**src/rtl/router_pkg.sv**
```systemverilog
// ---------------------------------------------------------------------------
// router_pkg
// Shared constants and types for the delivery arbiter slice.
// No ports. It provides the buffer, cell and length sizes, the address and
// priority-pointer types, the arbiter state enum and a wrap-around index
// helper for the rotating priority scan.
// ---------------------------------------------------------------------------
package router_pkg;

    localparam int NUM_BUF   = 7;
    localparam int ADDR_W    = 4;
    localparam int NUM_CELLS = 2 ** ADDR_W;
    localparam int LEN_W     = 6;
    localparam int PTR_W     = $clog2(NUM_BUF);

    typedef logic [ADDR_W-1:0] addr_t;
    typedef logic [PTR_W-1:0]  ptr_t;

    typedef enum logic [1:0] {
        IDLE,
        ARB,
        XFER,
        DONE
    } arb_state_t;

    // (base + off) mod NUM_BUF. Both operands are already below NUM_BUF, so
    // one conditional subtract is enough.
    function automatic ptr_t wrap_idx(ptr_t base, ptr_t off);
        logic [PTR_W:0] sum;
        sum = {1'b0, base} + {1'b0, off};
        if (sum >= (PTR_W+1)'(NUM_BUF)) begin
            sum = sum - (PTR_W+1)'(NUM_BUF);
        end
        return sum[PTR_W-1:0];
    endfunction

endpackage

```
**src/rtl/delivery_arbiter_if.sv**
```systemverilog
// ---------------------------------------------------------------------------
// delivery_arbiter_if
// Bundles the request and grant signals between the buffer identifier logic
// (master) and the delivery arbiter (slave).
//   start     : pulse that begins a delivery cycle
//   msg_len   : bits per message
//   req       : per-buffer request
//   addr_flat : buffer i destination at [i*ADDR_W +: ADDR_W]
//   sel       : per-buffer select / shift-out strobe
//   busy      : arbiter not idle
//   done      : one-cycle end-of-cycle pulse
//   rejected  : requesters that lost in the last cycle
//   cell_map  : cells claimed by the current grant set
// ---------------------------------------------------------------------------
interface delivery_arbiter_if;
    import router_pkg::*;

    logic                      start;
    logic [LEN_W-1:0]          msg_len;
    logic [NUM_BUF-1:0]        req;
    logic [NUM_BUF*ADDR_W-1:0] addr_flat;
    logic [NUM_BUF-1:0]        sel;
    logic                      busy;
    logic                      done;
    logic [NUM_BUF-1:0]        rejected;
    logic [NUM_CELLS-1:0]      cell_map;

    modport master (
        output start, msg_len, req, addr_flat,
        input  sel, busy, done, rejected, cell_map
    );

    modport slave (
        input  start, msg_len, req, addr_flat,
        output sel, busy, done, rejected, cell_map
    );

endinterface

```
**src/rtl/conflict_resolver.sv**
```systemverilog
// ---------------------------------------------------------------------------
// conflict_resolver
// Purely combinational. It scans the buffers starting at prio_ptr and
// wraps mod NUM_BUF. A requesting buffer is granted if no buffer scanned
// before it has claimed the same cell address.
//   req_q    : latched requests
//   addr_q   : latched destination addresses
//   prio_ptr : first buffer in the scan
//   grant    : granted buffers (at most one per cell)
//   cell_map : one-hot OR of the granted addresses
// ---------------------------------------------------------------------------
module conflict_resolver
    import router_pkg::*;
(
    input  logic [NUM_BUF-1:0]   req_q,
    input  addr_t [NUM_BUF-1:0]  addr_q,
    input  ptr_t                 prio_ptr,
    output logic [NUM_BUF-1:0]   grant,
    output logic [NUM_CELLS-1:0] cell_map
);

    // cell_map also serves as the running "claimed" set during the scan.
    always_comb begin
        grant    = '0;
        cell_map = '0;
        for (int k = 0; k < NUM_BUF; k++) begin
            if (req_q[wrap_idx(prio_ptr, ptr_t'(k))] &&
                !cell_map[addr_q[wrap_idx(prio_ptr, ptr_t'(k))]]) begin
                grant[wrap_idx(prio_ptr, ptr_t'(k))]             = 1'b1;
                cell_map[addr_q[wrap_idx(prio_ptr, ptr_t'(k))]] = 1'b1;
            end
        end
    end

endmodule

```
**src/rtl/delivery_arbiter.sv**
```systemverilog
// ---------------------------------------------------------------------------
// delivery_arbiter
// Sequences one bit-serial delivery cycle: latch requests, resolve address
// conflicts, hold sel for msg_len bit times, then pulse done and report the
// losers in rejected.
//   clk   : clock
//   rst_n : synchronous active-low reset
//   bus   : delivery_arbiter_if.slave (start/msg_len/req/addr_flat in;
//           sel/busy/done/rejected/cell_map out)
// Optional feature: define DELIVERY_ARB_ROTATE_EN for round-robin priority.
// The pointer then advances once per delivery cycle. When the macro is
// undefined, priority is fixed and buffer 0 is highest.
// ---------------------------------------------------------------------------
module delivery_arbiter
    import router_pkg::*;
(
    input  logic             clk,
    input  logic             rst_n,
    delivery_arbiter_if.slave bus
);

    arb_state_t           state;
    arb_state_t           state_next;
    logic [NUM_BUF-1:0]   req_q;
    addr_t [NUM_BUF-1:0]  addr_q;
    logic [LEN_W-1:0]     len_q;
    logic [LEN_W-1:0]     bit_cnt;
    logic [NUM_BUF-1:0]   grant_q;
    logic [NUM_BUF-1:0]   rejected_q;
    logic [NUM_CELLS-1:0] cell_map_q;
    ptr_t                 prio_ptr;
    logic [NUM_BUF-1:0]   grant_c;
    logic [NUM_CELLS-1:0] cell_map_c;
    logic                 accept;
    logic                 last_bit;

    // A zero-length start is dropped entirely, so it never leaves IDLE.
    assign accept   = (state == IDLE) && bus.start && (bus.msg_len != '0);
    assign last_bit = (bit_cnt == len_q - LEN_W'(1));

    conflict_resolver u_resolver (
        .req_q    (req_q),
        .addr_q   (addr_q),
        .prio_ptr (prio_ptr),
        .grant    (grant_c),
        .cell_map (cell_map_c)
    );

    // State register.
    always_ff @(posedge clk) begin
        if (!rst_n) begin
            state <= IDLE;
        end else begin
            state <= state_next;
        end
    end

    // Next-state logic. sel, busy and done decode directly from the state,
    // so a reset drops all of them on the very next edge.
    always_comb begin
        state_next = state;
        bus.sel    = '0;
        bus.busy   = 1'b1;
        bus.done   = 1'b0;
        case (state)
            IDLE: begin
                bus.busy = 1'b0;
                if (accept) begin
                    state_next = ARB;
                end
            end
            ARB: begin
                state_next = XFER;
            end
            XFER: begin
                bus.sel = grant_q;
                if (last_bit) begin
                    state_next = DONE;
                end
            end
            DONE: begin
                bus.done   = 1'b1;
                state_next = IDLE;
            end
            default: begin
                state_next = IDLE;
            end
        endcase
    end

    // Datapath registers. Inputs are captured only on an accepted start.
    // rejected is loaded on the last bit so it is already valid during DONE.
    always_ff @(posedge clk) begin
        if (!rst_n) begin
            req_q      <= '0;
            addr_q     <= '0;
            len_q      <= '0;
            bit_cnt    <= '0;
            grant_q    <= '0;
            rejected_q <= '0;
            cell_map_q <= '0;
        end else begin
            case (state)
                IDLE: begin
                    if (accept) begin
                        req_q      <= bus.req;
                        addr_q     <= bus.addr_flat;
                        len_q      <= bus.msg_len;
                        rejected_q <= '0;
                    end
                end
                ARB: begin
                    grant_q    <= grant_c;
                    cell_map_q <= cell_map_c;
                    bit_cnt    <= '0;
                end
                XFER: begin
                    bit_cnt <= bit_cnt + LEN_W'(1);
                    if (last_bit) begin
                        rejected_q <= req_q & ~grant_q;
                    end
                end
                DONE: begin
                    cell_map_q <= '0;
                end
                default: begin
                    cell_map_q <= '0;
                end
            endcase
        end
    end

`ifdef DELIVERY_ARB_ROTATE_EN
    // The round-robin pointer moves one buffer per completed delivery cycle.
    always_ff @(posedge clk) begin
        if (!rst_n) begin
            prio_ptr <= '0;
        end else if (state == DONE) begin
            prio_ptr <= wrap_idx(prio_ptr, ptr_t'(1));
        end
    end
`else
    assign prio_ptr = '0;
`endif

    assign bus.rejected = rejected_q;
    assign bus.cell_map = cell_map_q;

endmodule

```
**src/flat_wrapper.sv**
```systemverilog
// flat-port wrapper written by rule: the top's interface ports become plain ports
module delivery_arbiter_flat import router_pkg::*;
  (clk, rst_n, bus_start, bus_msg_len, bus_req, bus_addr_flat, bus_sel, bus_busy, bus_done, bus_rejected, bus_cell_map);
  delivery_arbiter_if bus_i ();
  input  logic clk;
  input  logic rst_n;
  input wire logic [$bits(bus_i.start)-1:0] bus_start;
  input wire logic [$bits(bus_i.msg_len)-1:0] bus_msg_len;
  input wire logic [$bits(bus_i.req)-1:0] bus_req;
  input wire logic [$bits(bus_i.addr_flat)-1:0] bus_addr_flat;
  output wire logic [$bits(bus_i.sel)-1:0] bus_sel;
  output wire logic [$bits(bus_i.busy)-1:0] bus_busy;
  output wire logic [$bits(bus_i.done)-1:0] bus_done;
  output wire logic [$bits(bus_i.rejected)-1:0] bus_rejected;
  output wire logic [$bits(bus_i.cell_map)-1:0] bus_cell_map;
  assign bus_i.start = bus_start;
  assign bus_i.msg_len = bus_msg_len;
  assign bus_i.req = bus_req;
  assign bus_i.addr_flat = bus_addr_flat;
  assign bus_sel = bus_i.sel;
  assign bus_busy = bus_i.busy;
  assign bus_done = bus_i.done;
  assign bus_rejected = bus_i.rejected;
  assign bus_cell_map = bus_i.cell_map;
  delivery_arbiter u_core (.clk(clk), .rst_n(rst_n), .bus(bus_i));
endmodule
```
**config.mk**
```make
export PLATFORM = sky130hd
export DESIGN_NAME = delivery_arbiter_flat
export DESIGN_NICKNAME = d
export VERILOG_FILES = /design/src/rtl/router_pkg.sv /design/src/rtl/delivery_arbiter_if.sv /design/src/rtl/conflict_resolver.sv /design/src/rtl/delivery_arbiter.sv /design/src/flat_wrapper.sv
export SDC_FILE = /design/constraint.sdc
export NUM_CORES = 1
export LEC_CHECK = 0
export CORE_AREA = 10 10 198 200
export CTS_CLUSTER_DIAMETER = 60
export DETAILED_ROUTE_END_ITERATION = 12
export DIE_AREA = 0 0 208 210
export PLACE_DENSITY = 0.45
export REMOVE_ABC_BUFFERS = 1
export SYNTH_ARGS = -nofsm -noshare
export SYNTH_HDL_FRONTEND = slang
export SYNTH_HIERARCHICAL = 1
export SYNTH_SLANG_ARGS = --single-unit
```
**constraint.sdc**
```tcl
create_clock -name clk -period 4.4 [get_ports clk]
set_input_delay 0.88 -clock clk [delete_from_list [all_inputs] [get_ports clk]]
set_output_delay 0.88 -clock clk [all_outputs]
set_load 0.05 [all_outputs]
```
[Yosys cells after proc, flatten, opt, wreduce, memory -nomap -nowiden]
Memories as Yosys holds them, arrays and structs flattened. A register that Yosys moved wholly into a read port is not among the register bits.
Cells that the tools add are included.
W data, S select, Z words.
Storage, ports and cells
  bits in registers: 79
  bits in read-only memories: 16
  input port bits: 44
  output and inout port bits: 32
  word-level logic and storage cells: 199
  memories: 1
Cells by class
  $add $sub $neg: 2
  $lt $le $gt $ge: 35
  equal/unequal tests: 6
  muxes and demuxes: 89
  bitwise logic cells: 14
  reduce and logical (&&, ||, !) cells: 38
Memories
  (no name shown): words 16, bits a word 1, rd ports 1, clocked after Yosys merged registers in 1, wr ports 0, RTL line conflict_resolver.sv:28  | !cell_map[addr_q[wrap_idx(prio_ptr, ptr_t'(k))]]) begin
Operators with widths (number)
  $mux W16: 7
  $or A16 B16 Y16: 6
  $bmux W4 S3: 7
  $lt A4 B5 Y1 const B: 14
  $mux W7: 10
  $or A7 B7 Y7: 6
  $mux W4: 9
  $pmux W16 S2: 1
  $demux W1 S4: 7
  $ge A4 B1 Y1 const B: 7
  $lt A3 B4 Y1 const B: 7
  $bmux W1 S4: 6
  $logic_and A1 B1 Y1: 23
  $mux W1: 23
  $demux W1 S3: 7
  $ge A3 B1 Y1 const B: 7
  $mux W3: 7
  $pmux W7 S2: 1
  $pmux W6 S2: 1
  $pmux W2 S4: 1
  $and A7 B7 Y7: 1
  $logic_not A1 Y1: 7
  $not A7 Y7: 1
  $add A6 B1 Y6 const B: 1
  11 further kinds: 17

[Logic depth before layout (Yosys ltp)]
  depth in word-level cells: 91
  depth in mapped cells: 28
  mapped depth without buffers: 22

[By module]
Netlist, hierarchy kept.
By module, submodules not included
  conflict_resolver: times used 1, cells an instance 1043, area an instance 6744.0 um^2, seq. area each 0.0 um^2
  delivery_arbiter: times used 1, cells an instance 364, area an instance 3344.5 um^2, seq. area each 1581.5 um^2

[Least setup slack after synthesis]
Ideal clock, no wire load.
  path type: register to register
  start point: register u_core/addr_q[9] in the netlist's numbering
  end point: register u_core.grant_q[6]
  setup time: 0.065 ns
  arrival time: 3.970 ns
  data required time: 4.335 ns
  slack: 0.365 ns
  stages on the path, launching flop included: 19
  path buffers: 2
  period minus slack after synthesis: 4.035 ns
  path through: dfxtp_1 clkbuf_1 o32a_1 o221ai_1 a211oi_1 nand2_1 or2_1 o32a_1 and2_1 clkbuf_1 o211a_1 o41ai_1 or4_1 o311ai_1 a221oi_4 nand2_2 o211ai_1 mux2i_1 nor2b_1
Between the ends
  cells in the longest elaborated chain, start to end: 37
  elaborated cells between the ends (all ways): 88
  classes of those cells: order compare: 12; mux: 48; bitwise: 10; reduce/logical: 18
RTL lines
  start: declaration: RTL line delivery_arbiter.sv:25  | addr_t [NUM_BUF-1:0] addr_q;
  start signal: assignment: RTL line delivery_arbiter.sv:107  | addr_q <= bus.addr_flat;
  $bmux W4 S3: RTL line conflict_resolver.sv:30  | cell_map[addr_q[wrap_idx(prio_ptr, ptr_t'(k))]] = 1'b1;
  $mux W4 (not written as such): RTL line conflict_resolver.sv:30
  $lt A4 B5 Y1 (not written as such) or $ge A4 B1 Y1 (tied branches): RTL line conflict_resolver.sv:30
  $logic_and A1 B1 Y1 (not written as such): RTL line conflict_resolver.sv:30
  $mux W1 (not written as such): RTL line conflict_resolver.sv:30
  $demux W1 S4: RTL line conflict_resolver.sv:30
  $mux W16: RTL line conflict_resolver.sv:27  | if (req_q[wrap_idx(prio_ptr, ptr_t'(k))] &&
  $bmux W1 S4: RTL line conflict_resolver.sv:28
  (+22 left out)
  $logic_and A1 B1 Y1: RTL line conflict_resolver.sv:27
  $mux W16: RTL line conflict_resolver.sv:27
  $bmux W1 S4: RTL line conflict_resolver.sv:28
  $mux W1 (not written as such): RTL line conflict_resolver.sv:28
  $logic_not A1 Y1: RTL line conflict_resolver.sv:28
  $logic_and A1 B1 Y1: RTL line conflict_resolver.sv:27
  $mux W7 *: RTL line conflict_resolver.sv:27
  via u_core.grant_c[6]: RTL line delivery_arbiter.sv:32  | logic [NUM_BUF-1:0] grant_c;
  end signal: assignment: RTL line delivery_arbiter.sv:113  | grant_q <= grant_c;
  end: declaration: RTL line delivery_arbiter.sv:28  | logic [NUM_BUF-1:0] grant_q;
Mark *: on every way through the listed nets, which the timed path passes. The rest lies on a longest branch. The select of a mux whose other input is x is not followed.
A chain may end at the register's enable or synchronous reset.

[Final worst setup path]
  start point: register u_core.req_q[1]
  end point: register u_core.grant_q[6]
Between the ends
  cells in the longest elaborated chain, start to end: 27
  elaborated cells between the ends (all ways): 41
  classes of those cells: mux: 21; bitwise: 9; reduce/logical: 11
RTL lines
  start: declaration: RTL line delivery_arbiter.sv:24  | logic [NUM_BUF-1:0] req_q;
  start signal: assignment: RTL line delivery_arbiter.sv:106  | req_q <= bus.req;
  $logic_and A1 B1 Y1 *: RTL line conflict_resolver.sv:27
  $mux W16: RTL line conflict_resolver.sv:27
  $bmux W1 S4: RTL line conflict_resolver.sv:28
  $mux W1 (not written as such): RTL line conflict_resolver.sv:28
  $logic_not A1 Y1: RTL line conflict_resolver.sv:28
  $logic_and A1 B1 Y1: RTL line conflict_resolver.sv:27
  $mux W16: RTL line conflict_resolver.sv:27
  $bmux W1 S4: RTL line conflict_resolver.sv:28
  (+12 left out)
  $logic_and A1 B1 Y1: RTL line conflict_resolver.sv:27
  $mux W16: RTL line conflict_resolver.sv:27
  $bmux W1 S4: RTL line conflict_resolver.sv:28
  $mux W1 (not written as such): RTL line conflict_resolver.sv:28
  $logic_not A1 Y1: RTL line conflict_resolver.sv:28
  $logic_and A1 B1 Y1: RTL line conflict_resolver.sv:27
  $mux W7 *: RTL line conflict_resolver.sv:27
  via u_core.grant_c[6]: RTL line delivery_arbiter.sv:32
Marks and branches as above.

==> impl.org <==
** Placement
- Count of input and output buffers :: 75
- Placement-stage worst setup slack :: 111.0 ps
- Placer congestion estimate :: 0.9748
- Placed wire-length estimate after detailed placement :: 33940 um

** Die
- Measured along the y axis, the die boundary spans 210 um.
- For this design the top-level I/O count stands at 76.
- Die Wd :: 208 um
- The total area inside the core boundary comes to 0.03522 mm2.
- The floorplan step defined a die boundary enclosing 0.04368 mm2.
- Initial Utilization :: 0.2864
- The floorplan has 69 rows.

** Pwr
- Peak VDD IR :: 0.2250 mV
- Combinational group share of total power :: 0.648
- Reg power frac :: 0.187
- Of the total power, the clock network draws 0.165.
- Of the total power, the share spent switching nets is 0.5127.
- P_int :: 2.395 mW
- Leak pwr :: 4.235 nW
- Dividing total power by cell area gives a power density of 407.5 mW/mm2.
- Sw Pwr :: 2.520 mW

** Setup path
- Category of the worst setup path launch point :: flop
- Crit-path cells :: o32ai_1 > or4_1 > nor3b_1 > buf_4 > nand2_1 > o221ai_2 > o22ai_1 > or3_1 > a41oi_1 > nand4b_1 > o311ai_4 > o211ai_2 > a221oi_4 > nand2_2 > o211ai_1 > mux2i_1 > nor2b_1
- Critical Path End Type :: flop
- On the worst path, the slowest cell contributes a delay of 590 ps.
- STA puts the critical path data arrival time at 4520 ps.
- For this design, the slowest cell found on the critical path is sky130_fd_sc_hd__or4_1.
- By startpoint and endpoint, the worst setup path is classified as flop to flop.
- Of all nets on the critical path, the largest fanout is 5.
- Data required time at the worst endpoint :: 4710 ps

** Run status
- The flow ran to the end, and the final reports show no timing, DRC or antenna violations.

** Finish
- Final cell utilization of the core :: 0.3425
- The library cell used most frequently in the layout, excluding fill and tap cells, is sky130_fd_sc_hd__nand2_1.
- Diode insertion count for antenna repair :: 0
- Synth-to-Final Area Change :: 19.57%
- The final layout contains 1556 nets.
- Fillcell total :: 3792
- Fraction of final layout cells with drive strength greater than 1 :: 0.1356
- The top cell types in the final layout, fill and taps aside, are sky130_fd_sc_hd__nand2_1, sky130_fd_sc_hd__nor2_1, sky130_fd_sc_hd__buf_4.

** Clock network
- Number of buffers on the longest clock path :: 2
- Clock tree synthesis inserted a total of 9 buffers.
- Clock latency on the worst-skew pair :: 380 ps
- CTS tree :: built
- CTS placed an instance of sky130_fd_sc_hd__clkbuf_16 at the clock tree root.
- In this run the number of H-tree levels came out at 3.
- After clock tree synthesis, the clock-pin slew on the worst setup and hold paths is 70 ps.
- Clock tree sinks :: 79

** STA
- The number of endpoints with negative hold slack in the final report was 0.
- Setup violations remaining at the end of the flow were counted as 0.
- Share of the clock period used by the worst path :: 0.9570
- Achievable frequency :: 237.5 MHz
- Pin slew with the least headroom to its limit :: 819.3 ps
- After layout, the worst setup slack is 189.0 ps.
- Fin Clk Skew :: 10.29 ps
- Max-slew violation count :: 0
- The worst path needs 4211 ps of the cycle, external delays included.
- Relative slew margins :: 0.4513

** Drt
- The routed design has 45220 um of wire.
- The first detailed-routing pass took 6 iterations.
- The detailed router placed 11757 vias in this run.
- Detailed-route vias per instance :: 6.005
- After detailed routing, the number of remaining DRC violations is 0.
- Average detailed-routed wire length per instance :: 23.10 um
- Initial DRC count :: 1446
- In this run the remaining antenna-violating nets after routing total 0.

** GRT
- For this run the aggregate overflow at the end of global routing stands at 0.
- Global-route usage over all layers :: 0.1976
- Antenna violations before repair :: 2
- Number of global-route vias before repair :: 11164
- Maximum number of pins on one net before global-route repair :: 65
- The first global-routing pass estimated 68200 um of wire.

** Min path
- Hold Crit Class :: flop to flop

** Flow run
- Max Cap Violations :: 0

** Yosys
- Each instance of the synthesized netlist takes up on average 7.170 um2.
- The cell count after synthesis came out at 1407.
- After synthesis, the cell types taking the most area are sky130_fd_sc_hd__dfxtp_1, sky130_fd_sc_hd__nand2_1, sky130_fd_sc_hd__mux2i_1, sky130_fd_sc_hd__nor2_1, sky130_fd_sc_hd__a21boi_0.
- The synthesized design contains 0 enable-type register cells.
- For this run, asynchronously set or reset flops after synthesis account for 0.
- Post-synthesis cell type count :: 110
- Cell type with the highest aggregate area in the netlist :: sky130_fd_sc_hd__dfxtp_1
- Most frequently used flop master after synthesis :: sky130_fd_sc_hd__dfxtp_1
- The synthesized netlist occupies a cell area of 0.01009 mm2.
- Register bit count reported by yosys :: 79
- The share of the Yosys chip area taken by registers is 0.1568.
- During synthesis, Yosys emitted a total of 6 warnings.
- Of the post-synthesis cell area, the dominant cell type holds 0.1568.
## cells by family after synthesis
logic type	Yosys count	share of synthesized area
other	1	0.0003717
AOI/OAI and AO/OA	452	0.3464
and+or+nand+nor	598	0.2951
DFF	79	0.1568
muxes	69	0.08099
buffers and inverters	155	0.06623
adders and majority gates	20	0.02555
xor gates and xnor gates	33	0.02865
## state kept, by name, summed over array words and instances, names as in the netlist
| name | flops |
|---|---|
| u_core/addr_q | 28 |
| u_core/bus.rejected | 7 |
| u_core/state | 2 |
| u_core/grant_q | 7 |
| u_core/req_q | 7 |
| u_core/bit_cnt | 6 |
| u_core/bus.cell_map | 16 |
| u_core/len_q | 6 |
## per-stage QoR
step / instance area, um2 / instances / hold slack, ps / setup TNS [ps] / total power [mW]
finish: 12060 / 1958 / 475.5 / 0 / 4.915
global route: 12060 / 1958 / 488.2 / -11.11 / 5.213
CTS: 11950 / 1957 / 480.6 / 0 / 4.718
detailed placement: 11640 / 1941 / 470.9 / 0 / 3.890
global placement: 11640 / 1941 / 468.4 / 0 / 3.898
floorplan: 9683 / 1322 / 456.8 / 0 / 2.861
## layer usage
metal | wire length [um] | part of all wire | global-route usage | vias up
met2 | 20100 | 0.44 | 0.3128 | 596
met3 | 3516 | 0.078 | 0.03607 | 86
met1 | 20230 | 0.45 | 0.2620 | 5653
met4 | 1373 | 0.030 | 0.07421 | 0
li1 | - | - | - | 5422
met5 | 0 | 0 | 0 | -
## Yosys cell counts (6+ instances only)
cell,n
sky130_fd_sc_hd__a31oi_1,27
sky130_fd_sc_hd__or4_1,9
sky130_fd_sc_hd__nor3b_1,9
sky130_fd_sc_hd__or3_1,17
sky130_fd_sc_hd__nand2_1,217
sky130_fd_sc_hd__o21a_1,9
sky130_fd_sc_hd__o221a_2,10
sky130_fd_sc_hd__mux2i_1,49
sky130_fd_sc_hd__o32a_1,8
sky130_fd_sc_hd__o211ai_1,22
sky130_fd_sc_hd__and3_1,13
sky130_fd_sc_hd__dfxtp_1,79
sky130_fd_sc_hd__o32ai_1,7
sky130_fd_sc_hd__o221ai_1,33
sky130_fd_sc_hd__inv_1,49
sky130_fd_sc_hd__ha_1,19
sky130_fd_sc_hd__nor4_1,11
sky130_fd_sc_hd__mux4_2,7
sky130_fd_sc_hd__xnor2_1,21
sky130_fd_sc_hd__a221oi_1,9
sky130_fd_sc_hd__a21o_1,8
sky130_fd_sc_hd__o21ai_0,60
sky130_fd_sc_hd__o31ai_1,7
sky130_fd_sc_hd__buf_1,10
sky130_fd_sc_hd__nor2_1,119
sky130_fd_sc_hd__a211oi_1,13
sky130_fd_sc_hd__o32ai_2,8
sky130_fd_sc_hd__o21ai_1,15
sky130_fd_sc_hd__a32oi_1,6
sky130_fd_sc_hd__nand3_1,36
sky130_fd_sc_hd__mux2_2,10
sky130_fd_sc_hd__a21boi_0,41
sky130_fd_sc_hd__buf_2,26
sky130_fd_sc_hd__a21oi_1,56
sky130_fd_sc_hd__nand3b_1,7
sky130_fd_sc_hd__nand2b_1,24
sky130_fd_sc_hd__and2_1,18
sky130_fd_sc_hd__o22ai_1,16
sky130_fd_sc_hd__nand4_1,12
sky130_fd_sc_hd__clkbuf_1,59
sky130_fd_sc_hd__xor2_1,12
sky130_fd_sc_hd__nor2b_1,22
sky130_fd_sc_hd__a41oi_1,6
sky130_fd_sc_hd__nor3_1,42
## path summary, 6_finish.rpt
path / from / depth (start not counted) / slack [ps] / to
min reg2reg: u_core/bus.rejected[3] / 2 / 480 / u_core/bus.rejected[3]
max: u_core/req_q[1] / 17 / 190 / u_core/grant_q[6]
max reg2reg: u_core/req_q[1] / 17 / 190 / u_core/grant_q[6]
min: u_core/bus.rejected[3] / 2 / 480 / u_core/bus.rejected[3]
## cell type report
cell class,instances,area (um2),area share
clock buffers,9,225.2,0.01867
flip-flops and latches,79,1582,0.1311
well taps,461,576.8,0.04782
repair buffers,159,1376,0.1141
multi-input cells,1193,8036,0.6662
inverters,50,187.7,0.01556
clock inverters,7,78.83,0.006535
## critical path, delay by kind of cell, from the launching register on
kind | cells | cell delay (ps)
flip-flops | 1 | 340
buffers and inverters | 1 | 170
AO/OA/AOI/OAI | 8 | 1770
AND/OR/NAND/NOR | 7 | 1760
multiplexers | 1 | 90
## repair_timing
action	in CTS	in global routing
buffers inserted	0	1
endpoints found under the setup margin	0	12
gates resized for setup	0	23
hold buffers	0	0
## power by group through the flow
stage / sequential, mW / clock (mW) / combinational, mW
after floorplan: 1.02 / 0 / 1.84
after global placement: 0.937 / 0 / 2.96
after detailed placement: 0.938 / 0 / 2.95
after CTS: 0.922 / 0.836 / 2.96
after global routing: 0.933 / 0.861 / 3.42
final: 0.921 / 0.810 / 3.18
(Power assumes the default switching activity.)
